===== src/rtl/noc_ni_pkg.sv =====
// Shared types and packet helpers for the mesh resource network interface.
// Packet layout, MSB to LSB: {data, row, col}.
package noc_ni_pkg;

    typedef enum logic {
        TX_IDLE = 1'b0,
        TX_SEND = 1'b1
    } tx_state_t;

    localparam int PCKT_MAX_W = 64;

    function automatic logic [PCKT_MAX_W-1:0] pckt_pack(
        input logic [31:0] data,
        input logic [15:0] row,
        input logic [15:0] col,
        input int          row_w,
        input int          col_w
    );
        return (64'(data) << (row_w + col_w))
             | (64'(row) << col_w)
             | 64'(col);
    endfunction

    function automatic logic [31:0] pckt_data(
        input logic [PCKT_MAX_W-1:0] pckt,
        input int                    row_w,
        input int                    col_w
    );
        return 32'(pckt >> (row_w + col_w));
    endfunction

    function automatic logic [15:0] pckt_row(
        input logic [PCKT_MAX_W-1:0] pckt,
        input int                    row_w,
        input int                    col_w
    );
        return 16'((pckt >> col_w) & ((64'd1 << row_w) - 64'd1));
    endfunction

    function automatic logic [15:0] pckt_col(
        input logic [PCKT_MAX_W-1:0] pckt,
        input int                    col_w
    );
        return 16'(pckt & ((64'd1 << col_w) - 64'd1));
    endfunction

endpackage


===== src/rtl/ni_rx_fifo.sv =====
// First-word-fall-through receive FIFO; a push that finds it full
// (and no pop in the same cycle) is dropped and flagged one cycle later.
module ni_rx_fifo #(
    parameter int W       = 8,
    parameter int DEPTH_W = 3
) (
    input  logic         clk,
    input  logic         rst_n,
    input  logic         push,
    input  logic [W-1:0] wdata,
    input  logic         pop,
    output logic [W-1:0] rdata,
    output logic         valid,
    output logic         full,
    output logic         push_ok,
    output logic         push_drop,
    output logic         ovrflw
);

    localparam int DEPTH = 1 << DEPTH_W;

    logic [W-1:0]       mem [DEPTH];
    logic [DEPTH_W-1:0] wr_ptr;
    logic [DEPTH_W-1:0] rd_ptr;
    logic [DEPTH_W:0]   count;
    logic               pop_ok;

    assign valid     = (count != '0);
    assign full      = (count == (DEPTH_W+1)'(DEPTH));
    assign pop_ok    = pop & valid;
    assign push_ok   = push & (~full | pop_ok);
    assign push_drop = push & ~push_ok;
    assign rdata     = mem[rd_ptr];

    always_ff @(posedge clk or negedge rst_n) begin
        if (!rst_n) begin
            wr_ptr <= '0;
            rd_ptr <= '0;
            count  <= '0;
            ovrflw <= 1'b0;
        end else begin
            ovrflw <= push_drop;
            if (push_ok) wr_ptr <= wr_ptr + DEPTH_W'(1);
            if (pop_ok)  rd_ptr <= rd_ptr + DEPTH_W'(1);
            case ({push_ok, pop_ok})
                2'b10:   count <= count + (DEPTH_W+1)'(1);
                2'b01:   count <= count - (DEPTH_W+1)'(1);
                default: count <= count;
            endcase
        end
    end

    // Storage carries no reset; validity is tracked by count alone.
    always_ff @(posedge clk) begin
        if (push_ok) mem[wr_ptr] <= wdata;
    end

endmodule


===== src/rtl/noc_rsc_ni.sv =====
// Resource network interface for mesh switch port 0 (TX inject, RX buffer).
// Optional statistics counters are built when NI_PKT_STATS_EN is defined.
module noc_rsc_ni
    import noc_ni_pkg::*;
#(
    parameter int ROW_N        = 3,
    parameter int COL_M        = 3,
    parameter int ROW_CORD     = 0,
    parameter int COL_CORD     = 0,
    parameter int PCKT_DATA_W  = 8,
    parameter int FIFO_DEPTH_W = 3,
    parameter int STAT_W       = 16,
    localparam int ROW_ADDR_W  = $clog2(ROW_N),
    localparam int COL_ADDR_W  = $clog2(COL_M),
    localparam int PCKT_W      = PCKT_DATA_W + ROW_ADDR_W + COL_ADDR_W
) (
    input  logic                   clk_i,
    input  logic                   rst_ni,
    input  logic                   tx_valid_i,
    output logic                   tx_ready_o,
    input  logic [ROW_ADDR_W-1:0]  tx_row_i,
    input  logic [COL_ADDR_W-1:0]  tx_col_i,
    input  logic [PCKT_DATA_W-1:0] tx_data_i,
    output logic                   tx_err_o,
    output logic [PCKT_W-1:0]      ni_pckt_o,
    output logic                   ni_wren_o,
    input  logic                   noc_full_i,
    input  logic                   noc_ovrflw_i,
    output logic                   tx_ovrflw_o,
    input  logic [PCKT_W-1:0]      noc_pckt_i,
    input  logic                   noc_wren_i,
    output logic                   ni_full_o,
    output logic                   ni_ovrflw_o,
    output logic                   rx_valid_o,
    input  logic                   rx_ready_i,
    output logic [ROW_ADDR_W-1:0]  rx_row_o,
    output logic [COL_ADDR_W-1:0]  rx_col_o,
    output logic [PCKT_DATA_W-1:0] rx_data_o,
    output logic [STAT_W-1:0]      stat_tx_cnt_o,
    output logic [STAT_W-1:0]      stat_rx_cnt_o,
    output logic [STAT_W-1:0]      stat_drop_cnt_o
);

    tx_state_t         state;
    logic [PCKT_W-1:0] hold;
    logic [PCKT_W-1:0] pckt;
    logic [PCKT_W-1:0] head;
    logic [PCKT_W-1:0] rdata;
    logic              dst_ok;
    logic              accept;
    logic              push_ok;
    logic              push_drop;

    // The own node is always a legal target and is sent like any other.
    assign dst_ok = (32'(tx_row_i) < ROW_N && 32'(tx_col_i) < COL_M)
                  || (32'(tx_row_i) == ROW_CORD && 32'(tx_col_i) == COL_CORD);

    assign pckt = PCKT_W'(pckt_pack(32'(tx_data_i), 16'(tx_row_i),
                                    16'(tx_col_i), ROW_ADDR_W, COL_ADDR_W));

    assign ni_wren_o  = (state == TX_SEND) & ~noc_full_i;
    assign ni_pckt_o  = hold;
    assign tx_ready_o = (state == TX_IDLE) | ~noc_full_i;
    assign accept     = tx_valid_i & tx_ready_o;

    always_ff @(posedge clk_i or negedge rst_ni) begin
        if (!rst_ni) begin
            state       <= TX_IDLE;
            hold        <= '0;
            tx_err_o    <= 1'b0;
            tx_ovrflw_o <= 1'b0;
        end else begin
            tx_err_o <= accept & ~dst_ok;
            if (noc_ovrflw_i) tx_ovrflw_o <= 1'b1;
            unique case (state)
                TX_IDLE: begin
                    if (accept && dst_ok) begin
                        hold  <= pckt;
                        state <= TX_SEND;
                    end
                end
                TX_SEND: begin
                    if (ni_wren_o) begin
                        if (accept && dst_ok) hold <= pckt;
                        else                  state <= TX_IDLE;
                    end
                end
                default: state <= TX_IDLE;
            endcase
        end
    end

    ni_rx_fifo #(
        .W       (PCKT_W),
        .DEPTH_W (FIFO_DEPTH_W)
    ) u_rx_fifo (
        .clk       (clk_i),
        .rst_n     (rst_ni),
        .push      (noc_wren_i),
        .wdata     (noc_pckt_i),
        .pop       (rx_ready_i),
        .rdata     (rdata),
        .valid     (rx_valid_o),
        .full      (ni_full_o),
        .push_ok   (push_ok),
        .push_drop (push_drop),
        .ovrflw    (ni_ovrflw_o)
    );

    // Mask unwritten storage so an empty FIFO presents zeros.
    assign head      = rx_valid_o ? rdata : '0;
    assign rx_data_o = PCKT_DATA_W'(pckt_data(64'(head), ROW_ADDR_W, COL_ADDR_W));
    assign rx_row_o  = ROW_ADDR_W'(pckt_row(64'(head), ROW_ADDR_W, COL_ADDR_W));
    assign rx_col_o  = COL_ADDR_W'(pckt_col(64'(head), COL_ADDR_W));

`ifdef NI_PKT_STATS_EN
    logic [STAT_W-1:0] tx_cnt;
    logic [STAT_W-1:0] rx_cnt;
    logic [STAT_W-1:0] drop_cnt;
    logic [1:0]        drop_inc;

    function automatic logic [STAT_W-1:0] sat_add(
        input logic [STAT_W-1:0] a,
        input logic [1:0]        inc
    );
        logic [STAT_W:0] s;
        s = {1'b0, a} + (STAT_W+1)'(inc);
        return s[STAT_W] ? '1 : s[STAT_W-1:0];
    endfunction

    assign drop_inc = {1'b0, push_drop} + {1'b0, accept & ~dst_ok};

    always_ff @(posedge clk_i or negedge rst_ni) begin
        if (!rst_ni) begin
            tx_cnt   <= '0;
            rx_cnt   <= '0;
            drop_cnt <= '0;
        end else begin
            tx_cnt   <= sat_add(tx_cnt, {1'b0, ni_wren_o});
            rx_cnt   <= sat_add(rx_cnt, {1'b0, push_ok});
            drop_cnt <= sat_add(drop_cnt, drop_inc);
        end
    end

    assign stat_tx_cnt_o   = tx_cnt;
    assign stat_rx_cnt_o   = rx_cnt;
    assign stat_drop_cnt_o = drop_cnt;
`else
    logic stat_unused;
    assign stat_unused     = push_ok ^ push_drop;
    assign stat_tx_cnt_o   = '0;
    assign stat_rx_cnt_o   = '0;
    assign stat_drop_cnt_o = '0;
`endif

endmodule


===== config.mk =====
export PLATFORM = sky130hd
export DESIGN_NAME = noc_rsc_ni
export DESIGN_NICKNAME = d
export VERILOG_FILES = /design/src/rtl/noc_ni_pkg.sv /design/src/rtl/ni_rx_fifo.sv /design/src/rtl/noc_rsc_ni.sv
export SDC_FILE = /design/constraint.sdc
export NUM_CORES = 1
export LEC_CHECK = 0
export ABC_AREA = 1
export CAP_MARGIN = 20
export CELL_PAD_IN_SITES_DETAIL_PLACEMENT = 2
export CELL_PAD_IN_SITES_GLOBAL_PLACEMENT = 2
export CORE_MARGIN = 4
export CORE_UTILIZATION = 33
export CTS_CLUSTER_SIZE = 20
export DETAILED_ROUTE_END_ITERATION = 6
export PLACE_DENSITY = 0.8
export SLEW_MARGIN = 15
export SYNTH_ARGS = -nofsm -noshare
export SYNTH_HDL_FRONTEND = slang
export SYNTH_SLANG_ARGS = --single-unit

===== constraint.sdc =====
create_clock -name clk_i -period 3.2 [get_ports clk_i]
set_clock_uncertainty 0.2 [all_clocks]
set_input_delay 0.32 -clock clk_i [delete_from_list [all_inputs] [get_ports clk_i]]
set_output_delay 0.32 -clock clk_i [all_outputs]
set_load 0.02 [all_outputs]

==> reports/results.txt <==
DRC Markers = 0
via count = 3,742
Psw = 0.00232 W
Least-Margin Pin Slew = 0.622 ns
die footprint = 18,600 um2
Pre-antenna DRT Iters = 4
GP Congestion = 0.714
clock sink count = 122
routed wire length = 15.2 mm
logic gate share of total power = 0.380
Top Ports = 110
initial antenna violation count = 0
CP startpoint kind = register
setup slack, reg-to-reg = 0.72 ns
num rows = 46
Max Fclk = 0.335 GHz
Tmin final = 2.99 ns
Buffers on Ports = 61
fin area = 6690 um2
Avg WL per Cell = 19.1 um
Cell Int Power = 0.00397 W
worst-case reg-to-reg path depth = 13
Worst EP required = 2.68 ns
number of global-route vias before repair = 4,293
synthesized flop and latch total = 122
Longest Clk Path Bufs = 2
Max Cap Violations = 0
die width = 136 um
gr ovfl total = 0
Pwr per Cell Area = 941 nW/um2
Starting Density = 0.340
register area share after synthesis = 0.649
detailed placement HPWL = 9.90 mm
fillcell total = 1,682
sw frac = 0.369
Root Driver = clkbuf_16
Ys Warns = 0
Final period util = 0.934
H-tree Lvls = 4
cells after synthesis = 490
Clock transition at path regs = 0.05 ns
Setup TNS = 0 ns
GRT Util Overall = 0.172
Seq pwr share = 0.336
Final nets = 603
R2R Path Start = u_rx_fifo.count[1]
RSZ-0062 raised after global routing = no
Min-Delay Path Class = input port to asynchronous set/reset pin
status = completed
CP max FO = 49
Worst slew margin = 0.585
largest net degree at the start of global routing = 50
CTS Buf Count = 17
total core area = 16,000 um2
Mapped Area = 5440 um2
CTS tree = built
Distinct cells, synth = 31
Max VDD drop = 522 uV
share of layout cells above drive strength 1 = 0.107
1st-iter DRT viols = 258
final count of pins violating max slew = 0
Setup Viol. Count Final = 0
hold_buf cts = 0
crit path capture type = primary output
Layout area overhead = 22.9%
clock share of power = 0.284
first-pass GRT wire length = 23.6 mm
Setup CP Type = register to primary output
Leak Pwr = 2.58 nW
ANT cells = 0
Syn Area/Cell = 11.1 um2
Crit path arrival time = 2.47 ns
DIE HEIGHT = 136 um
Clk Latency, worst-skew pair = 0.42 ns
R2R Path End = u_rx_fifo.count[3]
Hold Fails Final Rpt = 0
placed cell areas = 6140 um2
Via density = 4.70
remaining antenna violation count = 0
-- state kept, by name, summed over array words and instances, names as in the netlist --
signal / count
state: 1
u_rx_fifo.ovrflw: 1
u_rx_fifo.rd_ptr: 3
tx_ovrflw_o: 1
ni_pckt_o: 12
tx_err_o: 1
u_rx_fifo.wr_ptr: 3
u_rx_fifo.count: 4
u_rx_fifo.mem: 96
-- metal layers --
layer	wire length (um)	track usage
met2	8330	0.317
met4	193	0.0543
met3	847	0.0563
met5	0	0
met1	5800	0.184
-- synthesized netlist by cell type (all sizes together) --
cell type,n,area (um2)
buf,63,494
or2,1,6.26
fa,1,20.0
clkbuf,6,27.5
o21ai,94,470
nand3,7,45.0
nor3,4,20.0
nand2,41,166
inv,21,78.8
dfrtp,26,651
xnor2,1,8.76
a21oi,6,30.0
a21o,1,7.51
nor4,1,12.5
nor2,111,424
o22ai,1,6.26
xor2,4,35.0
conb,1,3.75
ha,4,50.1
edfxtp,96,2880
-- how the worst max path moves through the flow --
stage                         from                   to  slack, ns  cells after the start
2_1_floorplan   u_rx_fifo.count[0]  u_rx_fifo.mem[4][0]       0.88                      6
3_3_place_gp   u_rx_fifo.rd_ptr[0]         rx_data_o[7]       0.75                      7
3_5_place_dp   u_rx_fifo.rd_ptr[1]          rx_col_o[1]       0.55                      6
4_1_cts        u_rx_fifo.rd_ptr[1]          rx_col_o[1]       0.01                      6
5_1_grt        u_rx_fifo.rd_ptr[0]         rx_data_o[4]       0.07                      8
6_report       u_rx_fifo.rd_ptr[1]          rx_col_o[1]       0.21                      6
-- power groups by stage --
stage	clock [W]	sequential (W)	combinational, W
3_5_place_dp	0	0.00214	0.00240
2_1_floorplan	0	0.00215	0.00151
5_1_grt	0.00190	0.00214	0.00266
4_1_cts	0.00183	0.00211	0.00244
3_3_place_gp	0	0.00211	0.00224
6_report	0.00179	0.00211	0.00239
-- layout make-up --
| class | count | area, um2 | share of cell area |
|---|---|---|---|
| clock buffer | 20 | 437 | 0.0653 |
| clock inverter | 12 | 106 | 0.0159 |
| inverter | 21 | 81.3 | 0.0122 |
| multi-input combinational | 325 | 1500 | 0.225 |
| sequential | 122 | 3530 | 0.528 |
| tap | 216 | 270 | 0.0404 |
| timing repair buffer | 80 | 757 | 0.113 |
-- what timing repair did --
action / CTS / global route
gates resized for setup: 0 / 2
setup endpoints to repair: 0 / 1
setup buffers: 0 / 0
-- kinds of logic after synthesis --
kind of cell               share of synthesized area
AOI/OAI and AO/OA                             0.0945
xor gates and xnor gates                     0.00805
adders and majority gates                     0.0129
buffers and inverters                          0.110
DFF                                            0.649
other                                       0.000689
and+or+nand+nor                                0.124
-- stage by stage --
stage | util | instances | hold slack (ns) | worst slack [ns] | total power (W)
5_1_grt | 0.418 | 796 | 0.115 | 0.0695 | 0.00669
3_5_place_dp | 0.384 | 764 | 0.260 | 0.548 | 0.00453
6_report | 0.418 | 796 | 0.0907 | 0.211 | 0.00629
4_1_cts | 0.418 | 796 | 0.0882 | 0.0126 | 0.00639
3_3_place_gp | 0.384 | 764 | 0.255 | 0.753 | 0.00436
2_1_floorplan | - | 537 | -0.176 | 0.882 | 0.00366
-- critical path, stage by stage (launching register included) --
cell and delay (ns):
dfrtp_1 0.36, buf_6 0.33, o21ai_0 0.17, o21ai_0 0.25, o21ai_0 0.14, nor2_1 0.16
clkdlybuf4s50_1 0.63
-- placed cells by master (no fill, tap or decap) --
cell             count
inv_1               18
bufinv_16            2
nand2_1             36
o22ai_1              1
dfrtp_1             26
buf_4               18
buf_6                1
inv_2                2
ha_1                 4
o21ai_1             36
xnor2_1              1
nor2_2               3
nand2_2              5
a21o_1               1
clkinv_1             5
a21oi_1              6
nand3_1              5
fa_1                 1
edfxtp_1            96
or2_2                1
nor3_2               4
clkbuf_16           17
nand3_2              2
xor2_1               4
o21ai_0             58
nor2_1             108
conb_1              48
clkinvlp_4           1
clkdlybuf4s50_1     61
inv_4                1
nor4_2               1
clkbuf_1             3
clkinv_2             4
Power figures use the tool's default switching activity.
==> edit 1: new RTL, same flow settings <==
Change the parameter `STAT_W` from 16 to 32.
--- a/src/rtl/noc_rsc_ni.sv
+++ b/src/rtl/noc_rsc_ni.sv
@@ -9,7 +9,7 @@
     parameter int COL_CORD     = 0,
     parameter int PCKT_DATA_W  = 8,
     parameter int FIFO_DEPTH_W = 3,
-    parameter int STAT_W       = 16,
+    parameter int STAT_W       = 32,
     localparam int ROW_ADDR_W  = $clog2(ROW_N),
     localparam int COL_ADDR_W  = $clog2(COL_M),
     localparam int PCKT_W      = PCKT_DATA_W + ROW_ADDR_W + COL_ADDR_W
Ports: changed (resized stat_drop_cnt_o, stat_rx_cnt_o and stat_tx_cnt_o); port bits go from 110 to 158. No check against the original RTL was run, so the function may have changed too.
==> edit 1 against the original RTL <==
Non-clock buffer count did not move. Setup slack worse by 0.042 ns. Sequential cell count did not move. Total power rose by 3.0%. Final area is 3.1% higher. Via count up 3.8%. Wire length increased by 4.9%. Synthesized area rose by 6.6%. Critical path type unchanged. Critical endpoint is now rx_col_o[0]. Largest power group unchanged.
==> edit 1: results <==
metrics = {
    "power_and_ir_drop": {
        "leakagePower_nw": 2.75,
        "peakVddDrop_uv": 428,
        "netSwitchingFraction": 0.372,
    },
    "synthesis": {
        "yosysSeqAreaShare": 0.609,
        "yosys-top-cells-count": "nor2_1 (108), buf_4 (103), edfxtp_1 (96), o21ai_0 (58)",
        "synth_ff_type": "edfxtp_1",
        "synth_area_leaders": "edfxtp_1 (50%), buf_4 (13%), dfrtp_1 (11%)",
    },
    "placed_design": {
        "dpl.hpwl_mm": 10.6,
        "dpl_cell_area_um2": 6320,
        "routabilityCongestion": 0.754,
    },
    "cells_and_area": {
        "multi_input_area_um2": 1660,
        "multi_input_comb_cells": 373,
        "clkCellAreaFrac": 0.0820,
        "nets": 651,
        "num_antenna_cells": 0,
        "layout.nonclk_buf_frac": 0.112,
        "seq_area_um2": 3530,
        "nFillCells": 1854,
        "num-nonclk-inverters": 21,
        "drive_above_1_share": 0.0941,
        "largest_register": "u_rx_fifo.mem",
    },
    "clock_network": {
        "clockBufferDepth": 2,
        "cts_root_buffer": "clkbuf_16",
        "cts.sinks": 122,
        "cts_resized": 0,
        "ctsHtreeMaxLevel": 4,
        "clk_latency_ns": 0.42,
    },
    "global_route": {
        "grt_pass1_vias": 4325,
        "grtUsageTotal": 0.164,
        "antenna_found_initial": 0,
        "use_met1": 0.178,
        "grt_max_degree": 39,
        "grt_use_met3": 0.0482,
        "use_met2": 0.308,
        "grt_pass1_wl_mm": 24.3,
    },
    "route": {
        "drt_iter0_markers": 319,
        "first_pass_iters": 4,
        "vias": 3885,
        "routed_wl_mm": 15.9,
    },
    "worst_setup_path": {
        "crit_arrival_ns": 2.51,
        "crit_start": "u_rx_fifo.rd_ptr[0]",
        "worstPathMaxFanout": 21,
        "reg2reg_depth": 12,
        "r2r_slack_ns": 0.62,
        "rr_startpoint": "u_rx_fifo.count[0]",
        "critPathCapture": "rx_col_o[0]",
    },
    "status": {
        "outcome": "completed",
    },
    "min_path": {
        "hold_class": "in2async",
    },
    "sta": {
        "slew_viol_final": 0,
        "finalCritPeriodShare": 0.947,
        "worst_pin_slew_ns": 0.621,
    },
    "die": {
        "nWellTaps": 225,
    },
}
[edit 1: cell count changes after synthesis, sizes merged]
cell | before | now
buf | 63 | 111
[edit 1: through the flow]
stage | cells | total power (W) | utilization | setup slack, ns | hold WS (ns)
after floorplan | 633 | 0.00375 | - | 0.882 | -0.176
after global placement | 821 | 0.00442 | 0.367 | 0.702 | 0.254
after detailed placement | 821 | 0.00462 | 0.367 | 0.553 | 0.259
after CTS | 852 | 0.00656 | 0.400 | 0.0672 | 0.0783
after global routing | 852 | 0.00687 | 0.400 | 0.00174 | 0.101
final | 852 | 0.00648 | 0.400 | 0.168 | 0.0834
[edit 1: power by group through the flow]
stage	combinational, W	sequential (W)	clock (W)
floorplan	0.00161	0.00215	0
global placement	0.00231	0.00211	0
detailed placement	0.00248	0.00214	0
CTS	0.00253	0.00212	0.00192
global route	0.00273	0.00215	0.00199
finish	0.00248	0.00212	0.00187
[edit 1: per-layer routing]
layer / routed length, um / vias to the layer above
met2: 8890 / 134
met4: 213 / 0
met3: 947 / 19
met1: 5870 / 1963
met5: 0 / -
li1: - / 1769
[edit 1: cell families (layout without fill, tap and decap cells)]
| kind of cell | Yosys count | count (layout) | synth area share |
|---|---|---|---|
| simple gates | 165 | 165 | 0.116 |
| flops | 122 | 122 | 0.609 |
| xor+xnor | 5 | 5 | 0.00755 |
| other cells | 1 | 96 | 0.000646 |
| buf+inv | 138 | 132 | 0.166 |
| fa+ha+maj | 5 | 5 | 0.0121 |
| compound gates | 102 | 102 | 0.0887 |
[edit 1: worst max-delay path, cell delays in order (launching register included)]
cell and delay (ns):
dfrtp_1 0.42, buf_4 0.30, nor2_1 0.09, nor2_1 0.11
o21ai_0 0.11, o21ai_0 0.08, o21ai_0 0.12, nor2_1 0.21
clkdlybuf4s50_1 0.64
==> edit 2: new RTL, same flow settings <==
Made on the original files. Register the output `tx_err_o` once more, with the module's reset; this adds one clock of latency there. The other outputs are not delayed to match.
--- a/src/rtl/noc_rsc_ni.sv
+++ b/src/rtl/noc_rsc_ni.sv
@@ -41,6 +41,8 @@
     output logic [STAT_W-1:0]      stat_drop_cnt_o
 );
 
+    logic tx_err_s0;
+
     tx_state_t         state;
     logic [PCKT_W-1:0] hold;
     logic [PCKT_W-1:0] pckt;
@@ -67,10 +69,10 @@
         if (!rst_ni) begin
             state       <= TX_IDLE;
             hold        <= '0;
-            tx_err_o    <= 1'b0;
+            tx_err_s0   <= 1'b0;
             tx_ovrflw_o <= 1'b0;
         end else begin
-            tx_err_o <= accept & ~dst_ok;
+            tx_err_s0 <= accept & ~dst_ok;
             if (noc_ovrflw_i) tx_ovrflw_o <= 1'b1;
             unique case (state)
                 TX_IDLE: begin
@@ -153,5 +155,13 @@
     assign stat_drop_cnt_o = '0;
 `endif
 
+    always_ff @(posedge clk_i or negedge rst_ni) begin
+        if (!rst_ni) begin
+            tx_err_o <= '0;
+        end else begin
+            tx_err_o <= tx_err_s0;
+        end
+    end
+
 endmodule
 
Behaviour: not the same (Yosys sat finds a counterexample within 4 cycles, from zero or initial values and one cycle with rst_ni low).
==> edit 2 against the original RTL <==
Hold slack worse by 0.0033 ns. Register-to-register slack better by 0.07 ns. Sequential share of layout area up 0.16 points. Largest power group unchanged. Global-route usage down 0.62 points. First-iteration DRC count down 11%. Utilization about the same. Sequential cell count up 1. Wire length down 2.5%. Setup slack worse by 0.051 ns. Total power up 0.90%. Synthesized area up 0.46%. Final area up 0.41%.
==> edit 2: results <==
metrics = {
    "worst_setup_path": {
        "critPathTopFamily": "buffers and inverters",
        "slowest_delay_ns": 0.65,
        "r2r_slack_ns": 0.79,
        "worstPathMaxFanout": 49,
        "crit_arrival_ns": 2.52,
    },
    "cells_and_area": {
        "nets": 600,
        "nFillCells": 1662,
        "drive_above_1_share": 0.104,
        "num_antenna_cells": 0,
        "largest_register_ff_count": 96,
        "largest_register": "u_rx_fifo.mem",
    },
    "synthesis": {
        "synth_area_leaders": "edfxtp_1 (53%), dfrtp_1 (12%), buf_4 (7.6%)",
        "synth_ff_type": "edfxtp_1",
        "yosysSeqAreaShare": 0.651,
        "synthAdderAreaFrac": 0.0128,
        "postSynth.asyncResetShare": 0.220,
        "synth_compound_area_frac": 0.0941,
        "yosysWarnings": 0,
        "synth_edf_count": 96,
        "yosys.area_share.xor_xnor": 0.00801,
    },
    "placed_design": {
        "routabilityCongestion": 0.751,
        "dpl.hpwl_mm": 9.79,
        "io_buffers": 61,
    },
    "clock_network": {
        "clkTransAtPathRegs_ns": 0.05,
        "numCtsBuffers": 17,
        "ctsHtreeMaxLevel": 4,
        "cts_resized": 0,
        "cts_root_buffer": "clkbuf_16",
    },
    "power_and_ir_drop": {
        "peakVddDrop_uv": 422,
        "leakagePower_nw": 2.59,
    },
    "sta": {
        "worst_pin_slew_ns": 0.596,
    },
    "route": {
        "via_per_inst": 4.66,
        "routed_wl_mm": 14.8,
        "drt_iter0_markers": 230,
    },
    "global_route": {
        "grt_pass1_vias": 4223,
        "antenna_found_initial": 0,
        "grt_pass1_wl_mm": 23.2,
        "grt_max_degree": 51,
        "grtUsageTotal": 0.165,
    },
    "status": {
        "outcome": "completed",
    },
}
-- edit 2: cell types whose count changed after synthesis, sizes merged --
cell / before / now
dfrtp: 26 / 27
-- edit 2: cell families after synthesis --
group / count (synthesis)
and+or+nand+nor: 165
DFF: 123
AOI/OAI and AO/OA: 102
buffers and inverters: 90
xor gates and xnor gates: 5
adders and majority gates: 5
other: 1
-- edit 2: power by group --
| group | switching (W) | internal, W |
|---|---|---|
| clock network | 0.000666 | 0.00120 |
| registers | 0.000129 | 0.00200 |
| logic | 0.00151 | 0.000847 |
| total | 0.00231 | 0.00404 |
-- edit 2: worst paths after layout --
path | to | startpoint | depth (start not counted)
setup / recovery | rx_col_o[0] | u_rx_fifo.rd_ptr[0] | 8
max in group asynchronous | ni_pckt_o[9] | rst_ni | 2
hold reg to reg | tx_err_o | tx_err_s0 | 0
hold / removal | u_rx_fifo.ovrflw | rst_ni | 2
min in group clk_i | tx_err_o | tx_err_s0 | 0
setup reg to reg | u_rx_fifo.count[3] | u_rx_fifo.count[1] | 12
-- edit 2: per-stage QoR --
stage                     instances  instance area [um^2]  total power [W]  hold WS, ns  worst slack (ns)
final                           791                  6720          0.00635       0.0874             0.160
after detailed placement        761                  6150          0.00452        0.147             0.516
after global routing            791                  6720          0.00674        0.109           0.00234
after floorplan                 538                  5640          0.00367       -0.176             0.882
after CTS                       791                  6710          0.00643       0.0832            0.0526
after global placement          761                  6150          0.00434        0.140             0.626
-- edit 2: routing by layer --
metal  track usage  vias up  wire length (um)
met5             0        -                 0
met2         0.302       99              8000
met3        0.0551       13               864
met4        0.0442        0               160
li1              -     1714                 -
met1         0.183     1857              5770
-- edit 2: cell type report --
type,count,area (um^2),share of cell area
Multi-Input combinational cell,325,1500,0.224
Timing Repair Buffer,76,742,0.110
Clock buffer,18,429,0.0639
Inverter,21,81.3,0.0121
Clock inverter,12,131,0.0196
Sequential cell,123,3560,0.530
Tap cell,216,270,0.0402
